### src/rtl/adder_bist_defs.sv
// Shared definitions for the adder self-check engine: FSM state encoding,
// default widths and the sweep vector-count helper.
package adder_bist_defs;

  // Sweep controller states.
  typedef enum logic [1:0] {
    IDLE  = 2'd0,
    APPLY = 2'd1,
    CHECK = 2'd2,
    DONE  = 2'd3
  } bist_state_e;

  // Error counter width used when the instantiator does not override it.
  localparam int DEFAULT_ERR_W = 16;

  // Number of vectors in one sweep: every {cin, a, b} combination.
  function automatic int vector_count(input int sweep_bits);
    return 1 << (2 * sweep_bits + 1);
  endfunction

endpackage

### src/rtl/adder_vector_gen.sv
// Sweep index generator. The index is {cin, a, b} with b in the low bits,
// so incrementing it walks b fastest, then a, then cin.
module adder_vector_gen
  import adder_bist_defs::*;
#(
  parameter int SWEEP_BITS = 4
) (
  input  logic                  clk,
  input  logic                  reset,
  input  logic                  clear_i,
  input  logic                  advance_i,
  output logic [SWEEP_BITS-1:0] a_o,
  output logic [SWEEP_BITS-1:0] b_o,
  output logic                  cin_o,
  output logic                  last_o
);

  localparam int IDX_W = $clog2(vector_count(SWEEP_BITS));

  logic [IDX_W-1:0] idx_q;
  logic [IDX_W-1:0] idx_d;

  // Next index: clear wins over advance so a restart always begins at vector 0.
  always_comb begin
    idx_d = idx_q;
    if (clear_i) begin
      idx_d = '0;
    end else if (advance_i) begin
      idx_d = idx_q + 1'b1;
    end
  end

  // Index register; the operand outputs are plain slices of it, hence registered.
  always_ff @(posedge clk) begin
    if (reset) begin
      idx_q <= '0;
    end else begin
      idx_q <= idx_d;
    end
  end

  assign b_o    = idx_q[SWEEP_BITS-1:0];
  assign a_o    = idx_q[2*SWEEP_BITS-1:SWEEP_BITS];
  assign cin_o  = idx_q[2*SWEEP_BITS];
  assign last_o = &idx_q;

endmodule

### config.mk
export PLATFORM = sky130hd
export DESIGN_NAME = adder_vector_gen
export DESIGN_NICKNAME = d
export VERILOG_FILES = /design/src/rtl/adder_bist_defs.sv /design/src/rtl/adder_vector_gen.sv
export SDC_FILE = /design/constraint.sdc
export NUM_CORES = 1
export LEC_CHECK = 0
export CAP_MARGIN = 20
export CORE_AREA = 5 5 42 44
export DETAILED_ROUTE_END_ITERATION = 8
export DIE_AREA = 0 0 47 49
export DONT_BUFFER_PORTS = 1
export HOLD_SLACK_MARGIN = 0.06
export SLEW_MARGIN = 20
export SYNTH_ARGS = -nofsm -noshare
export SYNTH_HDL_FRONTEND = slang
export SYNTH_SLANG_ARGS = --single-unit
### constraint.sdc
create_clock -name clk -period 1.2 [get_ports clk]
set_input_delay 0.24 -clock clk [delete_from_list [all_inputs] [get_ports clk]]
set_output_delay 0.24 -clock clk [all_outputs]
set_load 0.02 [all_outputs]
# ---- Yosys cells after proc, flatten, opt, wreduce, memory -nomap -nowiden
# Cells that the tools add are included.
dict set report word_totals {
  output_inout_bits 10
  register_bits 9
  in_bits 4
}
dict set report classes {
  reduce_logical 2
  n_addsub 1
}
# operator n
set op_table {}
lappend op_table {{$add A9 B1 Y9 const B} 1}
lappend op_table {{$reduce_and A9 Y1} 1}
lappend op_table {{$reduce_or A2 Y1} 1}

# ---- Depth between registers and ports, before layout
# Gate-level depths: netlist of the first run.
dict set report depth {
  word_depth 1
  mapped_depth 6
  mapped_depth_nobuf 6
}

# ---- Least setup slack after synthesis of the first run
# OpenSTA, ideal clock, no wires.
dict set report synth_timing {
  kind {reg-to-reg}
  startpoint {register idx_q[0]}
  endpoint {register idx_q[8]}
  path_buffers 0
  setup_ps 126
  slack_ps -258
  arrival_time_ps 1332
  path_stages_with_launch 7
  cell_sequence {dfxtp_1 > ha_1 > nand2_1 > nor3_1 > ha_1 > mux2i_1 > nor2_1}
}
dict set report synth_between {
  elab_chain_cells 1
}
# element line
set synth_rtl {}
lappend synth_rtl {{start: declaration} adder_vector_gen.sv:20} ;# logic [IDX_W-1:0] idx_q;
lappend synth_rtl {{start signal: assignment} adder_vector_gen.sv:38} ;# idx_q <= idx_d;
lappend synth_rtl {{$add A9 B1 Y9} adder_vector_gen.sv:29} ;# idx_d = idx_q + 1'b1;
# Every way passes these cells.
# A chain may end at the register's enable or synchronous reset.

# ---- Worst setup path in the final report of the first run
dict set report layout_timing {
  startpoint {register idx_q[0]}
  endpoint {output last_o}
}
dict set report layout_between {
  elab_chain_cells 1
}
# element line
set layout_rtl {}
lappend layout_rtl {{$reduce_and A9 Y1} adder_vector_gen.sv:45} ;# assign last_o = &idx_q;
lappend layout_rtl {{end: declaration} adder_vector_gen.sv:15} ;# output logic last_o
# Every way passes these cells.

==> flow_summary_export.csv, run 1 <==
group,metric,value,unit
critical_path,regToRegSetupSlack,-0.06,ns
clock_tree,cts_buffers,3,
die,ios,14,
grt,grt_pass1_vias,402,
die,initial_core_util,28.7,%
layout,largest_reg_flops,9,
route,vias,383,
die,core-area,1400,sq um
clock_tree,clk_latency,0.26,ns
layout,multi_input_area,275,sq um
critical_path,worstSetupStartpoint,"idx_q[0]",
grt,gr-total-overflow,0,
place,place.gp.congestion,0.635,
layout,syn_to_final_growth,64.8,%
layout,finish.instance_area,662,sq um
route,dr.pass1.iters,4,
grt,grt_max_degree,10,
layout,diodes,0,
layout,nets,70,
place,placed_area,529,sq um
route,wl_per_cell,12.5,um
die,die_area,2300,sq um
clock_tree,holdBufCountCts,0,
critical_path,cp-end-kind,"primary output",
critical_path,worstSetupEndpoint,"last_o",
critical_path,worstPathRequired,0.96,ns
synth,yosysSeqAreaShare,44.9,%
sta,finalSetupViolations,6,
synth,ys_types,19,
synth,synth_area,402,sq um
sta,clock-skew-final,0.00514,ns
run_status,violations,"negative setup slack",
grt,antenna_found_initial,0,
critical_path,r2r-start,"idx_q[0]",
critical_path,reg2reg_depth,6,
route,route.detailed.drc,0,
clock_tree,htreeDepth,1,
route,drt-total-wl,987,um
clock_tree,clk_pin_slew_worst_paths,0.06,ns
pwr,power,0.558,mW
grt,grt_pass1_wl,1.68,mm
place,port_buffers,0,
layout,final_common_cell,"buf_4",
place,pre_cts_slack,-0.0429,ns
die,die_w,47,um
critical_path,critPathKind,"flop to primary output",
die,num_rows,14,
sta,relSlewSlack,84.6,%
layout,regArea,201,sq um
sta,fin_crit,1.40,ns
synth,avgSynthCellArea,9.13,sq um
pwr,leakage,0.243,nW
critical_path,r2r_end,"idx_q[6]",
sta,setup_ws,-0.201,ns
layout,final_util,47.2,%
pwr,peakVddDrop,404,uV
layout,regMostFlops,"idx_q",
critical_path,arrival,1.16,ns
sta,fmax,714,MHz
clock_tree,cts_tree,"yes",
grt,gr-usage-all-layers,10.3,%
synth,ys_seq_elements,9,
layout,n_fill_cell,146,
sta,final_hold_viol_count,0,
flow_run,maxCapViolations,0,
clock_tree,cts.path.max_buffers,2,
hold_path,hp-class,"input pin to flop",
die,dieHeight,49,um
route,first_iter_violations,2,
run_status,outcome,"complete, but fails checks",
pwr,power_density,842,nW/um^2
critical_path,cp_max_fo,2,
clock_tree,cts_root_buf,"clkbuf_4",
sta,fin_crit_sh,117,%
sta,rsz0062_at_grt,"yes",
synth,synthesis.nets,50,
route,via_per_inst,4.85,
synth,ys_warn_count,0,
layout,final_cell_mix,"14 x buf_4, 6 x nor2_1, 5 x dfxtp_4",
clock_tree,cts.sinks,9,
sta,drv_slew,0,
sta,worst_slew_pin_slew,0.229,ns
layout,reg_top3,"idx_q: 9 flops",
synth,synthCells,44,
layout,final_layout_size_suffix_gt1_share,61.9,%
sta,hold_slack,0.147,ns
route,antenna_left,0,
critical_path,critPathLaunchType,"flop",
[cell families after synthesis]
| family | after synthesis | share of synthesized area [%] |
|---|---|---|
| flip-flops | 9 | 44.9 |
| adder cells (fa/ha/maj) | 2 | 6.23 |
| AO/OA/AOI/OAI | 6 | 8.10 |
| buffers and inverters | 2 | 2.18 |
| AND/OR/NAND/NOR | 19 | 24.9 |
| multiplexers | 2 | 4.98 |
| XOR/XNOR | 4 | 8.72 |
[power breakdown]
part	total [mW]	internal (mW)	switching, mW
logic	0.0303	0.0144	0.0159
clock network	0.234	0.128	0.105
registers	0.294	0.291	0.00230
[Yosys cell counts, drive strengths merged]
library cell	count	area share (%)
ha	2	6.2
mux2i	2	5.0
xnor2	1	2.2
nand2	3	2.8
xor2	3	6.5
or2	1	1.6
nand3	3	5.0
nor2	6	5.6
o31ai	1	1.9
dfxtp	9	45
clkbuf	1	0.93
nor3	1	1.2
a21oi	3	3.7
nand4	2	3.1
o21ai	2	2.5
buf	1	1.2
or4	1	1.9
or3	2	3.7
[critical path: stages, from the launching register on]
cell,delay (ns)
dfxtp_4,0.35
ha_4,0.13
nand2_2,0.05
nor3_2,0.11
ha_2,0.26
[timing repair]
item	4_1_cts	5_1_grt
setup endpoints to repair	2	6
pin swaps	4	10
buffers inserted	4	3
resized for setup	5	9
[layout make-up]
cell class                 count  share of cell area, %
tap                           16                   3.02
timing repair buffer          17                   21.0
multi-input combinational     33                   41.6
clock buffer                   4                   3.97
sequential                     9                   30.4
[worst min-delay path by stage]
stage,to,cells after the start,startpoint
2_1_floorplan,idx_q[6],2,idx_q[6]
3_3_place_gp,idx_q[0],2,advance_i
3_5_place_dp,idx_q[1],2,advance_i
4_1_cts,idx_q[0],2,advance_i
5_1_grt,idx_q[8],2,advance_i
6_report,idx_q[8],2,advance_i
[through the flow]
step / cells / setup TNS, ns
after global placement: 69 / -0.0355
after global routing: 79 / -0.825
final: 79 / -0.399
after CTS: 77 / -0.393
after floorplan: 44 / -0.101
after detailed placement: 69 / -0.0517
[layer usage]
metal	GRT usage (%)	routed length [um]	part of all wire, %	vias to the layer above
met2	16.7	503	51	11
met3	3.69	77	7.8	4
met1	9.73	376	38	177
li1	-	-	-	191
met5	0	0	0	-
met4	8.29	30	3.0	0
No activity file was read; power rests on OpenSTA's default activity.
==> inputs of run 2 (changes only) <==
--- a/config.mk
+++ b/config.mk
@@ -8,4 +8,5 @@
 export CAP_MARGIN = 20
 export CORE_AREA = 5 5 42 44
+export CTS_CLUSTER_DIAMETER = 150
 export DETAILED_ROUTE_END_ITERATION = 8
 export DIE_AREA = 0 0 47 49
==> constraint.sdc (replaced) <==
create_clock -name clk -period 1.2 [get_ports clk]
set_input_delay 0.18 -clock clk [delete_from_list [all_inputs] [get_ports clk]]
set_output_delay 0.18 -clock clk [all_outputs]
set_load 0.02 [all_outputs]
==> flow_summary_export.csv, run 2 (same netlist as run 1, synthesis figures left out) <==
group,metric,value,unit
run_status,outcome,"complete, but fails checks",
run_status,violations,"negative setup slack",
grt,grt_pass1_vias,410,
die,ios,14,
layout,multi_input_area,258,sq um
clock_tree,cts.path.max_buffers,2,
sta,fmax,741,MHz
layout,diodes,0,
layout,reg_top3,"idx_q: 9 flops",
pwr,combPwrFrac,4.8,%
route,route.detailed.drc,0,
layout,syn_to_final_growth,54.8,%
die,num_rows,14,
die,initial_core_util,28.7,%
sta,fin_crit,1.35,ns
pwr,leakage,0.228,nW
clock_tree,cts_buffers,3,
critical_path,critPathLaunchType,"flop",
sta,drv_slew,0,
sta,setup_ws,-0.149,ns
critical_path,critPathKind,"flop to primary output",
place,pre_cts_slack,-0.0293,ns
pwr,p_switching,0.123,mW
pwr,peakVddDrop,565,uV
sta,hold_slack,0.0787,ns
flow_run,maxCapViolations,0,
critical_path,r2r-start,"idx_q[0]",
pwr,power,0.555,mW
route,antenna_left,0,
route,via_per_inst,4.90,
layout,n_fill_cell,138,
hold_path,hold_depth,2,
layout,regMostFlops,"idx_q",
sta,finalSetupViolations,3,
pwr,pwr-share-seq,53.0,%
pwr,switching_share,22.1,%
sta,worst_slew_pin_slew,0.227,ns
pwr,pwr-share-clk,42.2,%
pwr,p_int,0.432,mW
grt,grt_pass1_wl,1.67,mm
clock_tree,cts_tree,"yes",
layout,final_layout_size_suffix_gt1_share,57.4,%
critical_path,cp_max_fo,2,
sta,clock-skew-final,0.000800,ns
layout,largest_reg_flops,9,
layout,final_cell_mix,"14 x buf_4, 6 x nor2_1, 5 x dfxtp_4, 3 x xor2_1, 3 x clkbuf_4",
clock_tree,cts_root_buf,"clkbuf_4",
route,vias,377,
place,placed_area,529,sq um
place,port_buffers,0,
critical_path,r2r_end,"idx_q[8]",
critical_path,worstPathRequired,1.02,ns
layout,nets,68,
place,place_hpwl,685,um
critical_path,arrival,1.17,ns
layout,regArea,201,sq um
hold_path,hp-class,"input pin to flop",
pwr,power_density,893,nW/um^2
grt,gr-usage-all-layers,10.2,%
grt,grt_max_degree,10,
hold_path,worstHoldStart,"advance_i",
route,wl_per_cell,12.4,um
hold_path,min_to,"idx_q[8]",
grt,gr-total-overflow,0,
clock_tree,cts.sinks,9,
route,dr.pass1.iters,2,
layout,final_util,44.4,%
die,dieHeight,49,um
route,first_iter_violations,1,
place,place.gp.congestion,0.648,
layout,finish.instance_area,622,sq um
sta,fin_crit_sh,112,%
critical_path,reg2reg_depth,6,
layout,final_common_cell,"buf_4",
critical_path,regToRegSetupSlack,-0.03,ns
sta,final_hold_viol_count,0,
clock_tree,htreeDepth,1,
die,die_w,47,um
die,die_area,2300,sq um
route,drt-total-wl,951,um
die,core-area,1400,sq um
sta,rsz0062_at_grt,"yes",
critical_path,cp-end-kind,"primary output",
grt,antenna_found_initial,0,
sta,relSlewSlack,84.8,%
clock_tree,clk_latency,0.26,ns
clock_tree,clk_pin_slew_worst_paths,0.06,ns
[run 2: metal layers]
layer,global-route usage (%),part of all wire (%),vias to the layer above
li1,-,-,188
met1,10.7,38,172
met2,15.4,52,13
met3,4.80,7.8,4
met4,6.91,1.8,0
met5,0,0,-
[run 2: power by group through the flow]
stage / Sequential, mW / Combinational [mW] / Clock (mW)
floorplan: 0.305 / 0.0174 / 0
global placement: 0.301 / 0.0229 / 0
detailed placement: 0.301 / 0.0241 / 0
CTS: 0.294 / 0.0270 / 0.245
global route: 0.294 / 0.0299 / 0.271
finish: 0.294 / 0.0269 / 0.234
[run 2: critical path, cell delays in order (launching register included)]
cell	delay, ns
dfxtp_4	0.36
ha_4	0.13
nand2_2	0.05
nor3_2	0.11
ha_2	0.26
[run 2: worst max-delay path by stage]
stage             start        to  cells after the start
6_report       idx_q[0]    last_o                      4
5_1_grt        idx_q[0]    last_o                      4
4_1_cts        idx_q[0]    last_o                      4
3_5_place_dp   idx_q[0]  idx_q[8]                      6
3_3_place_gp   idx_q[0]  idx_q[8]                      6
2_1_floorplan  idx_q[0]  idx_q[8]                      6
[run 2: per-stage QoR]
stage,std cells,setup TNS [ns]
after CTS,75,-0.272
after global placement,69,-0.0215
final,77,-0.200
after detailed placement,69,-0.0293
after floorplan,44,-0.0579
after global routing,77,-0.450
[run 2: timing repair]
item,in CTS,in global routing
gates cloned,0,0
hold buffers,0,0
pin swaps,1,8
setup endpoints to repair,2,7
buffers inserted,2,3
resized for setup,4,5
[run 2: area by class of cell]
| cell class | instances | area share [%] |
|---|---|---|
| Clock buffer | 4 | 4.23 |
| Multi-Input combinational cell | 33 | 41.4 |
| Sequential cell | 9 | 32.4 |
| Tap cell | 16 | 3.22 |
| Timing Repair Buffer | 15 | 18.7 |
